===== src/rtl/poly_decompress_pkg.sv =====
// Shared constants and types for the Kyber polynomial decompressor and the
// ciphertext decoder that reuses its coefficient arithmetic.
package poly_decompress_pkg;

    localparam int KYBER_Q = 3329;
    localparam int KYBER_N = 256;

    // Widest compressed coefficient (d = 11) and the bit-buffer depth
    localparam int MAX_D   = 11;
    localparam int BUF_W   = 24;
    localparam int FILL_W  = 5;
    localparam int D_W     = 5;
    localparam int BCNT_W  = 9;

    localparam logic [1:0] D_SEL_4  = 2'b00;
    localparam logic [1:0] D_SEL_5  = 2'b01;
    localparam logic [1:0] D_SEL_10 = 2'b10;
    localparam logic [1:0] D_SEL_11 = 2'b11;

    typedef enum logic [1:0] {
        ST_IDLE = 2'd0,
        ST_RUN  = 2'd1,
        ST_DONE = 2'd2
    } state_e;

    function automatic logic [D_W-1:0] d_of_sel(input logic [1:0] sel);
        logic [D_W-1:0] d;
        case (sel)
            D_SEL_4:  d = 5'd4;
            D_SEL_5:  d = 5'd5;
            D_SEL_10: d = 5'd10;
            default:  d = 5'd11;
        endcase
        return d;
    endfunction

endpackage


===== src/rtl/decompress_coeff.sv =====
// Combinational Kyber decompression of one coefficient:
// (x * q + 2^(d-1)) >> d, evaluated in 32-bit unsigned arithmetic.
module decompress_coeff #(
    parameter int KYBER_Q = poly_decompress_pkg::KYBER_Q
) (
    input  logic [10:0] x,
    input  logic [4:0]  d,
    output logic [15:0] coeff
);
    logic [31:0] prod;
    logic [31:0] rnd;
    logic [31:0] sum;

    always_comb begin
        prod  = 32'(x) * 32'(KYBER_Q);
        rnd   = 32'd1 << (d - 5'd1);
        sum   = prod + rnd;
        coeff = 16'(sum >> d);
    end

endmodule


===== src/rtl/poly_decompress.sv =====
// Unpacks a little-endian LSB-first byte stream of d-bit compressed values
// into KYBER_N decompressed coefficients behind a one-entry output register.
module poly_decompress #(
    parameter int KYBER_Q = poly_decompress_pkg::KYBER_Q,
    parameter int KYBER_N = poly_decompress_pkg::KYBER_N
) (
    input  logic        clk,
    input  logic        rst,
    input  logic        start,
    input  logic [1:0]  d_sel,
    input  logic        in_valid,
    input  logic [7:0]  in_data,
    output logic        in_ready,
    output logic        out_valid,
    output logic [15:0] out_coeff,
    output logic [7:0]  out_idx,
    input  logic        out_ready,
    output logic        busy,
    output logic        done
);
    import poly_decompress_pkg::*;

    state_e              state_q, state_d;
    logic [D_W-1:0]      d_q, d_d;
    logic [BUF_W-1:0]    buf_q, buf_d;
    logic [FILL_W-1:0]   fill_q, fill_d;
    logic [BCNT_W-1:0]   byte_cnt_q, byte_cnt_d;
    logic [BCNT_W-1:0]   ext_cnt_q, ext_cnt_d;
    logic                out_valid_q, out_valid_d;
    logic [15:0]         out_coeff_q, out_coeff_d;
    logic [7:0]          out_idx_q, out_idx_d;

    logic                start_accept;
    logic                in_fire;
    logic                out_fire;
    logic                extract;
    logic [BCNT_W-1:0]   byte_limit;
    logic [10:0]         x_mask;
    logic [10:0]         x_val;
    logic [15:0]         coeff;
    logic [BUF_W-1:0]    shifted;
    logic [FILL_W-1:0]   fill_tmp;

    decompress_coeff #(
        .KYBER_Q (KYBER_Q)
    ) u_coeff (
        .x     (x_val),
        .d     (d_q),
        .coeff (coeff)
    );

    // State register
    always_ff @(posedge clk) begin
        if (rst) begin
            state_q <= ST_IDLE;
        end else begin
            state_q <= state_d;
        end
    end

    // Next-state logic
    always_comb begin
        state_d = state_q;
        case (state_q)
            ST_IDLE: if (start) state_d = ST_RUN;
            ST_RUN:  if (out_fire && (out_idx_q == 8'(KYBER_N - 1))) state_d = ST_DONE;
            ST_DONE: state_d = ST_IDLE;
            default: state_d = ST_IDLE;
        endcase
    end

    // FSM outputs
    always_comb begin
        byte_limit = {d_q[3:0], 5'd0};
        in_ready   = (state_q == ST_RUN) && (fill_q < d_q) && (byte_cnt_q < byte_limit);
        busy       = (state_q == ST_RUN);
        done       = (state_q == ST_DONE);
    end

    // Datapath: bit buffer, extraction into the output register, counters
    always_comb begin
        start_accept = (state_q == ST_IDLE) && start;
        in_fire      = in_valid && in_ready;
        out_fire     = out_valid_q && out_ready;
        extract      = (state_q == ST_RUN) && (fill_q >= d_q)
                       && (!out_valid_q || out_ready)
                       && (ext_cnt_q < BCNT_W'(KYBER_N));
        x_mask       = 11'((12'd1 << d_q) - 12'd1);
        x_val        = buf_q[10:0] & x_mask;

        d_d         = d_q;
        buf_d       = buf_q;
        fill_d      = fill_q;
        byte_cnt_d  = byte_cnt_q;
        ext_cnt_d   = ext_cnt_q;
        out_valid_d = out_valid_q;
        out_coeff_d = out_coeff_q;
        out_idx_d   = out_idx_q;
        shifted     = buf_q;
        fill_tmp    = fill_q;

        if (start_accept) begin
            d_d         = d_of_sel(d_sel);
            buf_d       = '0;
            fill_d      = '0;
            byte_cnt_d  = '0;
            ext_cnt_d   = '0;
            out_valid_d = 1'b0;
            out_idx_d   = '0;
        end else begin
            if (out_fire) out_valid_d = 1'b0;
            if (extract) begin
                shifted     = buf_q >> d_q;
                fill_tmp    = fill_q - d_q;
                out_valid_d = 1'b1;
                out_coeff_d = coeff;
                out_idx_d   = ext_cnt_q[7:0];
                ext_cnt_d   = ext_cnt_q + 9'd1;
            end
            buf_d  = shifted;
            fill_d = fill_tmp;
            // New byte lands directly above whatever valid bits remain
            if (in_fire) begin
                buf_d      = shifted | (BUF_W'(in_data) << fill_tmp);
                fill_d     = fill_tmp + 5'd8;
                byte_cnt_d = byte_cnt_q + 9'd1;
            end
        end
    end

    always_ff @(posedge clk) begin
        if (rst) begin
            d_q         <= '0;
            buf_q       <= '0;
            fill_q      <= '0;
            byte_cnt_q  <= '0;
            ext_cnt_q   <= '0;
            out_valid_q <= 1'b0;
            out_coeff_q <= '0;
            out_idx_q   <= '0;
        end else begin
            d_q         <= d_d;
            buf_q       <= buf_d;
            fill_q      <= fill_d;
            byte_cnt_q  <= byte_cnt_d;
            ext_cnt_q   <= ext_cnt_d;
            out_valid_q <= out_valid_d;
            out_coeff_q <= out_coeff_d;
            out_idx_q   <= out_idx_d;
        end
    end

    assign out_valid = out_valid_q;
    assign out_coeff = out_coeff_q;
    assign out_idx   = out_idx_q;

endmodule


===== config.mk =====
export PLATFORM = sky130hd
export DESIGN_NAME = poly_decompress
export DESIGN_NICKNAME = d
export VERILOG_FILES = /design/src/rtl/poly_decompress_pkg.sv /design/src/rtl/decompress_coeff.sv /design/src/rtl/poly_decompress.sv
export SDC_FILE = /design/constraint.sdc
export NUM_CORES = 1
export LEC_CHECK = 0
export CORE_MARGIN = 2
export CORE_UTILIZATION = 30
export DETAILED_ROUTE_END_ITERATION = 10
export SYNTH_ARGS = -nofsm -noshare
export SYNTH_HDL_FRONTEND = slang
export SYNTH_SLANG_ARGS = --single-unit

===== constraint.sdc =====
create_clock -name clk -period 10.45 [get_ports clk]
set_clock_uncertainty 0.05 [all_clocks]
set_input_delay 1.045 -clock clk [delete_from_list [all_inputs] [get_ports clk]]
set_output_delay 1.045 -clock clk [all_outputs]
set_load 0.02 [all_outputs]

Word-level counts from Yosys, hierarchy flattened
Index checks and enable logic that the tools add are counted.

Register bits after elaboration: 79. Word-level logic and storage cells: 65. Input port bits: 15.

$add $sub $neg: 7. Muxes and demuxes: 12. Eq/ne operators: 7. Bitwise logic cells: 3. $mul: 1. Order comparisons: 4. Shift-type cells: 5. Reductions and logical operators: 17.

Operators by type and width (number): 24-bit two-way mux (3); 23-bit by 32-bit adder with 32-bit output (1); 1-bit by 5-bit left shift with 32-bit output, first input constant (1); 32-bit by 5-bit right shift with 16-bit output (1); 24-bit OR (1); 8-bit by 5-bit left shift with 24-bit output (1); 24-bit by 5-bit right shift with 24-bit output (1); 11-bit by 12-bit multiplier with 23-bit output, second input constant (1); 9-bit by 1-bit adder with 9-bit output, second input constant (2); 5-bit two-way mux (3); 4-bit one-hot mux with 3 select lines (1); 11-bit bitwise AND (1); 1-bit by 5-bit left shift with 11-bit output, first input constant (1); 11-bit by 1-bit subtractor with 11-bit output, second input constant (1); 1-bit logical AND (9); 9-bit less-than comparator (1); 9-bit less-than comparator, second input constant (1); 8-bit equality test, second input constant (1); 5-bit by 4-bit adder with 5-bit output, second input constant (1); 5-bit >= comparator (1); 5-bit less-than comparator (1); 5-bit by 1-bit subtractor with 5-bit output, second input constant (1); 5-bit subtractor (1); 2-bit by 1-bit equality test with 1-bit output, second input constant (2); other kinds (13) (18).

Logic depth before layout (Yosys ltp)
Gate-level depths: netlist of run 1.

Word-level depth: 9. Depth in mapped cells: 27. Depth with buffers taken out: 25.

Modules after synthesis
From an unflattened synthesis of run 1, not the netlist that was laid out.

Cell total of the unflattened synthesis: 1162. Area, all modules: 9105.0 um^2.

By module, submodules not included: poly_decompress (instances 1, cells an instance 579, area each 4598.2 um^2); decompress_coeff (instances 1, cells an instance 583, area each 4506.8 um^2).

Worst setup path after synthesis of run 1
OpenSTA, ideal clock, no wires.

Path type: register to register. From: reg d_q[1]. To: reg out_coeff_q[6], in the netlist out_coeff[6]. Path slack: 4.358 ns. Stages on the path, launching flop included: 25. Data arrival time: 5.911 ns. Period minus slack after synthesis: 6.092 ns. Data required time: 10.270 ns. Buffers on the path: 3. Cell sequence: dfxtp_1 -> buf_1 -> clkbuf_8 -> nor2_1 -> nand2_1 -> ha_1 -> xnor2_1 -> and2_1 -> ha_1 -> ha_1 -> ha_1 -> inv_1 -> fa_1 -> fa_1 -> inv_1 -> ha_1 -> clkbuf_1 -> nand4_1 -> a2111oi_2 -> nor2_1 -> xnor2_1 -> mux2_2 -> mux4_2 -> o21ai_0 -> a211oi_1.

Cells in the longest elaborated chain, start to end: 6. Elaborated cells on any way between the ends: 13.

RTL lines: start, declared (RTL line poly_decompress.sv:24) `logic [D_W-1:0] d_q, d_d;`; start signal, assigned (RTL line poly_decompress.sv:133) `d_q <= '0;`; start signal, assigned (RTL line poly_decompress.sv:142) `d_q <= d_d;`; 1-bit by 5-bit left shift with 11-bit output (RTL line poly_decompress.sv:88) `x_mask = 11'((12'd1 << d_q) - 12'd1);`; 11-bit by 1-bit subtractor with 11-bit output (RTL line poly_decompress.sv:88); 11-bit bitwise AND (RTL line poly_decompress.sv:89) `x_val = buf_q[10:0] & x_mask;`; 11-bit by 12-bit multiplier with 23-bit output (RTL line decompress_coeff.sv:15) `prod = 32'(x) * 32'(KYBER_Q);`; 23-bit by 32-bit adder with 32-bit output (RTL line decompress_coeff.sv:17) `sum = prod + rnd;`; 32-bit by 5-bit right shift with 16-bit output (RTL line decompress_coeff.sv:18) `coeff = 16'(sum >> d);`; end signal, assigned (RTL line poly_decompress.sv:148) `out_coeff_q <= out_coeff_d;`; end, declared (RTL line poly_decompress.sv:30) `logic [15:0] out_coeff_q, out_coeff_d;`.

Parallel ways exist; a longest one is shown, timed or not. A chain may end at the register's enable or synchronous reset.

Final worst setup path of run 1
From: reg d_q[0]. To: reg out_coeff_q[15], in the netlist out_coeff[15].

The elaborated chain is that of the path after synthesis.

==> results of run 1 <==
## worst max-delay path by stage
stage          cells after the start       endpoint   start
6_report                          24  out_coeff[15]  d_q[0]
2_1_floorplan                     24   out_coeff[6]  d_q[1]
3_5_place_dp                      24  out_coeff[15]  d_q[0]
5_1_grt                           24  out_coeff[15]  d_q[0]
4_1_cts                           24  out_coeff[15]  d_q[0]
3_3_place_gp                      23  out_coeff[15]  d_q[0]
## state kept, by name (all words and copies together), names as in the netlist
signal / cells
buf_q: 24
byte_cnt_q: 9
d_q: 3
ext_cnt_q: 9
fill_q: 5
out_coeff: 16
out_idx: 8
out_valid: 1
state_q: 2
## logic make-up (layout without fill, tap and decap cells)
family	after synthesis	after routing	synth area share, %
mux	62	62	8.52
xor+xnor	30	30	3.14
compound gates	280	280	22.1
simple gates	339	339	18.7
fa+ha+maj	125	125	20.8
flops	77	77	18.4
other cells	2	15	0.0898
buf+inv	145	149	8.20
## cell type report
| type | instances | area, sq um | area share [%] |
|---|---|---|---|
| tap | 378 | 473 | 5.08 |
| multi-input combinational | 851 | 6210 | 66.6 |
| timing repair buffer | 50 | 480 | 5.16 |
| clock buffer | 10 | 239 | 2.57 |
| inverter | 83 | 319 | 3.43 |
| sequential | 77 | 1550 | 16.6 |
| clock inverter | 6 | 50.0 | 0.537 |
## layer usage
layer	track usage, %	up-vias	part of all wire, %
li1	-	3799	-
met1	21.7	3610	47
met2	26.8	199	47
met3	2.31	31	4.4
met4	3.83	0	1.7
met5	0	-	0
## through the flow
step,area [sq um],instances
3_5_place_dp,9020,1439
6_report,9310,1455
2_1_floorplan,8410,1073
3_3_place_gp,9020,1439
5_1_grt,9310,1455
4_1_cts,9310,1455
## power by group through the flow
| stage | Combinational [mW] | Clock (mW) | Sequential (mW) |
|---|---|---|---|
| floorplan | 0.226 | 0 | 0.336 |
| global placement | 0.319 | 0 | 0.330 |
| detailed placement | 0.320 | 0 | 0.330 |
| CTS | 0.322 | 0.319 | 0.323 |
| global route | 0.358 | 0.331 | 0.325 |
| finish | 0.323 | 0.312 | 0.323 |
## placed cells by master, fill, tap and decap left out, drive strengths merged, types with 12 or more instances in the layout
cell           count
ha               102
conb              15
o21ai             52
a211oi            19
xnor2             20
a21oi             86
mux2i             43
mux2              13
clkdlybuf4s50     42
o22ai             12
and3              15
a21o              20
nand2            115
fa                23
nor3              19
and2              20
o211ai            14
inv               87
nand3             26
dfxtp             77
nor2              94
## critical path, cell delays in order (launching register included)
cell	delay, ns
dfxtp_2	0.31
buf_4	0.59
inv_8	0.20
nor2_1	0.34
nand2_1	0.10
ha_1	0.31
xnor2_1	0.15
and2_1	0.22
ha_1	0.32
ha_1	0.30
ha_1	0.27
inv_1	0.05
fa_1	0.50
fa_1	0.54
inv_1	0.04
ha_1	0.43
and4_1	0.28
nand3_1	0.10
a21oi_1	0.30
nor2_1	0.13
xnor2_1	0.25
mux2i_1	0.38
a21oi_1	0.15
a2111oi_0	0.63
nor3_1	0.10
==> results_dict.tcl, run 1 <==
set metrics [dict create \
    yosysWarnings 0 \
    min_delay_path_depth 2 \
    crit_type "reg -> reg" \
    drtIter0Drc 518 \
    rows 61 \
    grt_max_degree 69 \
    max_slew.worst_pin.slew_ns 0.847 \
    cp-start-kind "register" \
    mappedNetlistArea_sq_mm 0.00836 \
    numCtsBuffers 9 \
    path_max_fanout 62 \
    die_h_um 171 \
    grt_pass1_wl_mm 37.8 \
    reg2regPathDepth 24 \
    async_flop_share_pct 0 \
    num_vias 7639 \
    wl_mm 23.0 \
    preCtsSetupSlack_ns 3.32 \
    arrival_ns 7.35 \
    clkSinkCount 77 \
    die-area_sq_mm 0.0292 \
    clock_power_share_pct 32.5 \
    synth_cell_types 78 \
    switching_share_pct 37.2 \
    post_cts_buffers 0 \
    status "completed" \
    min_period_ns 7.20 \
    hold_viol_final 0 \
    num_antenna_cells 0 \
    wl_per_cell_um 15.8 \
    p_per_area_mw_per_mm2 103 \
    worstHoldStart "ext_cnt_q[8]" \
    place_hpwl_mm 17.8 \
    fin_crit_sh_pct 68.9 \
    via_per_inst 5.25 \
    worst_slack_ns 3.25 \
    clk_latency_ns 0.34 \
    whs_ns 0.416 \
    r2r_start "d_q[0]" \
    min_path_type "reg -> reg" \
    holdPathEnd "ext_cnt_q[8]" \
    vdd_ir_drop_max_mv 0.0655 \
    ys_seq_elements 77 \
    setup_viol 0 \
    maxCapViolCount 0 \
    yosysMostFrequentCell "nand2_1" \
    synth-edff-count 0 \
    die_w_um 171 \
    synth_area_leader_cell "dfxtp_1" \
    fmax_mhz 139 \
    p_leak_nw 4.03 \
    path_clk_slew_ns 0.07 \
    gp_congestion 0.934 \
    pin_count 43 \
    grt-ovfl-total 0 \
    first_pass_iters 5 \
    worstReg2RegEnd "out_coeff[15]" \
    track_usage_pct 16.0 \
    final_nets 1212 \
    avgSynthCellArea_sq_um 7.89 \
    rrSetupSlack_ns 3.25 \
    layout-drive-gt1-share_pct 5.76 \
    core_area_sq_mm 0.0276 \
    synth_cells 1060 \
    nFillCells 2962 \
    cts_buffer_depth 2 \
    area_delta_synth_final_pct 11.4 \
    synth_top_cells_by_count "115 x nand2_1, 102 x ha_1, 94 x nor2_1" \
    hold_buffers 0 \
    synth_flop_cell "dfxtp_1" \
    slew_viol_final 0 \
    place.port_buffers 42 \
    crit_path_end_kind "register" \
    yosysTopAreaCellShare_pct 18.4 \
    cts_root_buffer "clkbuf_16" \
    drc_errors 0 \
    power.switching_mw 0.356 \
    relSlewSlack_pct 43.3 \
    synthTopCellsByArea "dfxtp_1 18%, ha_1 15%, fa_1 5.5%" \
    sequentialPowerShare_pct 33.7 \
    cts_tree "done" \
    finalSetupTns_ns 0 \
    start_util_pct 30.3 \
    ant_nets 0 \
    cts-resized-gates 0 \
    power.share.combinational_pct 33.7 \
    p_int_mw 0.602 \
    crit_required_ns 10.60 \
    post-route-util_pct 33.7 \
    htree_num_levels 3 \
    power.total_mw 0.958 \
    grt_pass1_vias 7345 \
    antenna_found_initial 0 \
    rsz0062_at_grt "no" \
    ys_seq_area_share_pct 18.4 \
]
Note: power is estimated with default switching activity, not from simulation.
==> run 2: changes to the inputs <==
==> constraint.sdc (replaced) <==
create_clock -name clk -period 6.8 [get_ports clk]
set_clock_uncertainty 0.05 [all_clocks]
set_input_delay 0.68 -clock clk [delete_from_list [all_inputs] [get_ports clk]]
set_output_delay 0.68 -clock clk [all_outputs]
set_load 0.02 [all_outputs]
==> results_dict.tcl, run 2 (synthesis gave the netlist of run 1 again) <==
set metrics [dict create \
    top_register "buf_q" \
    rows 61 \
    num_vias 7669 \
    maxCapViolCount 0 \
    route.met2.wl_mm 10.5 \
    p_leak_nw 4.08 \
    nFillCells 2927 \
    wl_met1_mm 10.9 \
    rrSetupSlack_ns 0.37 \
    start_util_pct 30.3 \
    setup_viol 0 \
    rsz0062_at_grt "no" \
    path_max_fanout 18 \
    crit_chain "nor2_1 -> nand2_1 -> ha_1 -> nor2_1 -> a21oi_1 -> o22ai_1 -> and2_1 -> ha_1 -> ha_1 -> inv_1 -> fa_1 -> fa_1 -> inv_1 -> ha_1 -> ha_1 -> a21o_1 -> nand3_1 -> nand2_1 -> o31ai_1 -> o21ai_0 -> xor2_1 -> mux2i_1 -> a211oi_1 -> a311o_1" \
    place_hpwl_mm 17.8 \
    grt_pass1_vias 7333 \
    whs_ns 0.422 \
    drtIter0Drc 648 \
    slew_viol_final 0 \
    post_cts_buffers 0 \
    cts-resized-gates 0 \
    min_path_type "reg -> reg" \
    critical-path-slowest-cell "fa_1" \
    max_slew.worst_pin.slew_ns 0.804 \
    drc_errors 0 \
    fin_crit_sh_pct 94.5 \
    layout_common_cells "115 x nand2_1, 102 x ha_1, 94 x nor2_1, 86 x a21oi_1, 81 x inv_1" \
    track_usage_pct 15.9 \
    wl_mm 23.0 \
    cts_tree "done" \
    hold_viol_final 0 \
    numCtsBuffers 9 \
    slowest_delay_ns 0.54 \
    largest_reg_flops 24 \
    grt_max_degree 60 \
    crit_path_end_kind "register" \
    clk_latency_ns 0.34 \
    grt-ovfl-total 0 \
    die-area_sq_mm 0.0292 \
    finalSetupTns_ns 0 \
    cp-start-kind "register" \
    gp_congestion 0.897 \
    crit_type "reg -> reg" \
    grt_pass1_wl_mm 37.5 \
    status "completed" \
    clkSinkCount 77 \
    pin_count 43 \
    top_layer_used "met4" \
    core_area_sq_mm 0.0276 \
    htree_num_levels 3 \
    p_per_area_mw_per_mm2 161 \
    min_period_ns 6.43 \
    crit_required_ns 6.98 \
    cp_top_family "adder cells" \
    die_w_um 171 \
    first_pass_iters 5 \
    num_antenna_cells 0 \
    layout-drive-gt1-share_pct 6.37 \
    hold_buffers 0 \
    multiInputGateArea_sq_mm 0.00621 \
    path_clk_slew_ns 0.07 \
    vdd_ir_drop_max_mv 0.106 \
    relSlewSlack_pct 46.2 \
    fmax_mhz 156 \
    die_h_um 171 \
    wl_per_cell_um 15.7 \
    crit_buf_inv 2 \
    antenna_found_initial 0 \
    final_nets 1218 \
    cts_root_buffer "clkbuf_16" \
    arrival_ns 6.60 \
    seq_area_sq_mm 0.00155 \
    place.port_buffers 42 \
    ant_nets 0 \
    via_per_inst 5.25 \
    route.met3.wl_mm 1.17 \
    final_common_cell "nand2_1" \
    cts_buffer_depth 2 \
    cpMostUsedCell "ha_1" \
    area_delta_synth_final_pct 12.3 \
]
==> run 2: cell count changes in the layout (fill, tap and decap cells not counted), sizes merged <==
cell and change:
bufinv +1, buf +6, clkbuf -1
==> run 2: final cells by class <==
cell class,count,area share (%)
clock buffer,9,2.40
clock inverter,7,0.973
inverter,83,3.40
multi-input combinational,851,66.1
sequential,77,16.5
tap,378,5.04
timing repair buffer,56,5.60
==> run 2: tightest hold or removal path, cell delays in order (launching register included) <==
cell     delay, ns
dfxtp_1       0.32
nand2_1       0.05
a21oi_1       0.05
==> run 2: per-stage QoR <==
stage	util, %	std cells	instance area [sq um]	worst slack, ns	total power, mW
6_report	34.0	1461	9390	0.372	1.51
3_5_place_dp	32.8	1445	9070	0.339	1.00
2_1_floorplan	-	1073	8410	0.708	0.864
4_1_cts	34.0	1461	9390	0.318	1.52
3_3_place_gp	32.8	1445	9070	0.355	1.00
5_1_grt	34.0	1461	9390	0.00737	1.60
==> run 2: path summary, 6_finish.rpt <==
kind,startpoint,cells past startpoint,endpoint
worst min register to register,out_idx[5],2,out_idx[5]
worst max register to register,d_q[1],24,out_coeff[9]
worst min-delay path,out_idx[5],2,out_idx[5]
worst max-delay path,d_q[1],24,out_coeff[9]
==> run 2: power breakdown <==
| part | internal, mW | switching, mW | total, mW |
|---|---|---|---|
| Clock | 0.294 | 0.222 | 0.517 |
| Combinational | 0.188 | 0.310 | 0.498 |
| Sequential | 0.476 | 0.0239 | 0.500 |
| Total | 0.958 | 0.556 | 1.51 |
==> run 2: metal layers <==
metal	global-route usage, %	vias up
met5	0	-
met4	3.54	0
met3	2.22	23
met2	26.1	221
met1	22.2	3613
li1	-	3812
==> run 3: changes to the inputs <==
--- a/config.mk
+++ b/config.mk
@@ -5,7 +5,7 @@
 export SDC_FILE = /design/constraint.sdc
 export NUM_CORES = 1
 export LEC_CHECK = 0
-export CORE_MARGIN = 2
+export CORE_MARGIN = 1
 export CORE_UTILIZATION = 30
 export DETAILED_ROUTE_END_ITERATION = 10
 export SYNTH_ARGS = -nofsm -noshare
==> results_dict.tcl, run 3 (synthesis gave the netlist of run 1 again) <==
set metrics [dict create \
    grt_max_degree 59 \
    finalSetupTns_ns 0 \
    start_util_pct 30.8 \
    num_vias 7829 \
    path_max_fanout 32 \
    layout-drive-gt1-share_pct 6.46 \
    cpMostUsedCell "ha_1" \
    arrival_ns 6.42 \
    rrSetupSlack_ns 0.56 \
    final_nets 1218 \
    die-area_sq_mm 0.0285 \
    pin_count 43 \
    crit_path_end_kind "register" \
    vdd_ir_drop_max_mv 0.109 \
    numCtsBuffers 9 \
    relSlewSlack_pct 31.2 \
    gp_congestion 0.898 \
    ant_nets 0 \
    hold_buffers 0 \
    nFillCells 2884 \
    p_leak_nw 4.07 \
    setup_viol 0 \
    final_common_cell "nand2_1" \
    largest_reg_flops 24 \
    max_slew.worst_pin.slew_ns 1.03 \
    cts_root_buffer "clkbuf_16" \
    cts_tree "done" \
    core_area_sq_mm 0.0272 \
    r2r_start "d_q[0]" \
    antenna_found_initial 0 \
    worstHoldStart "ext_cnt_q[8]" \
    crit_type "reg -> reg" \
    hold_viol_final 0 \
    rsz0062_at_grt "no" \
    fmax_mhz 160 \
    num_antenna_cells 0 \
    critical-path-slowest-cell "fa_1" \
    fin_crit_sh_pct 91.7 \
    first_pass_iters 5 \
    layout_common_cells "115 x nand2_1, 102 x ha_1, 93 x nor2_1, 86 x a21oi_1, 81 x inv_1" \
    place_hpwl_mm 18.1 \
    htree_num_levels 3 \
    clkSinkCount 77 \
    top_register "buf_q" \
    maxCapViolCount 0 \
    post_cts_buffers 0 \
    rows 60 \
    grt-ovfl-total 0 \
    die_h_um 169 \
    cp-start-kind "register" \
    status "completed" \
    min_period_ns 6.24 \
    p_per_area_mw_per_mm2 164 \
    drtIter0Drc 596 \
    worstReg2RegEnd "out_coeff[9]" \
    die_w_um 169 \
    cts-resized-gates 0 \
    track_usage_pct 16.8 \
    drc_errors 0 \
    min_delay_path_depth 2 \
    via_per_inst 5.38 \
    grt_pass1_vias 7288 \
    wl_mm 23.6 \
    cts_buffer_depth 2 \
    place.port_buffers 42 \
    path_clk_slew_ns 0.06 \
    whs_ns 0.416 \
    grt_pass1_wl_mm 38.6 \
    clk_latency_ns 0.35 \
    min_path_type "reg -> reg" \
    crit_required_ns 6.99 \
    slowest_delay_ns 0.56 \
    area_delta_synth_final_pct 12.4 \
    wl_per_cell_um 16.2 \
    reg2regPathDepth 25 \
    holdPathEnd "ext_cnt_q[8]" \
    slew_viol_final 0 \
]
==> run 3: worst max path at each step <==
| stage | end | startpoint | slack, ns | cells past startpoint |
|---|---|---|---|---|
| CTS | out_coeff[9] | d_q[0] | 0.42 | 25 |
| global placement | out_coeff[5] | d_q[0] | 0.57 | 25 |
| global route | out_coeff[9] | d_q[0] | 0.06 | 25 |
| finish | out_coeff[9] | d_q[0] | 0.56 | 25 |
| detailed placement | out_coeff[9] | d_q[0] | 0.45 | 25 |
| floorplan | out_coeff[6] | d_q[1] | 0.71 | 24 |
==> run 3: area by class of cell <==
class	instances	area [sq um]	area share [%]
clock buffer	9	225	2.40
clock inverter	7	97.6	1.04
inverter	83	319	3.40
multi-input combinational	851	6210	66.1
sequential	77	1550	16.5
tap	372	465	4.95
timing repair buffer	56	529	5.63
==> run 3: where the power goes <==
| group | internal, mW | leakage (nW) | switching (mW) |
|---|---|---|---|
| combinational | 0.190 | 3.29 | 0.314 |
| clock | 0.323 | 0.152 | 0.213 |
| sequential | 0.476 | 0.627 | 0.0248 |
==> run 3: through the flow <==
step / setup slack (ns) / power, mW / utilization (%) / std cells / instance area [sq um]
3_3_place_gp: 0.567 / 1.01 / 33.3 / 1439 / 9060
2_1_floorplan: 0.708 / 0.864 / - / 1073 / 8410
4_1_cts: 0.415 / 1.55 / 34.5 / 1455 / 9390
5_1_grt: 0.0606 / 1.62 / 34.6 / 1455 / 9400
6_report: 0.564 / 1.54 / 34.6 / 1455 / 9400
3_5_place_dp: 0.445 / 1.01 / 33.3 / 1439 / 9060
==> run 3: layer usage <==
| metal | vias up | share of wire, % | GRT usage [%] |
|---|---|---|---|
| met5 | - | 0 | 0 |
| met4 | 0 | 2.0 | 4.43 |
| met3 | 39 | 4.6 | 1.78 |
| met2 | 260 | 45 | 27.0 |
| met1 | 3724 | 48 | 23.8 |
| li1 | 3806 | - | - |
==> run 3: critical path, delay by kind of cell (launching register included) <==
| kind | cells | cell delay, ns |
|---|---|---|
| adder cells (fa/ha/maj) | 7 | 2.59 |
| buffers and inverters | 3 | 0.23 |
| multiplexers | 1 | 0.30 |
| XOR/XNOR | 1 | 0.21 |
| AND/OR/NAND/NOR | 6 | 0.77 |
| flip-flops | 1 | 0.48 |
| AO/OA/AOI/OAI | 7 | 1.49 |
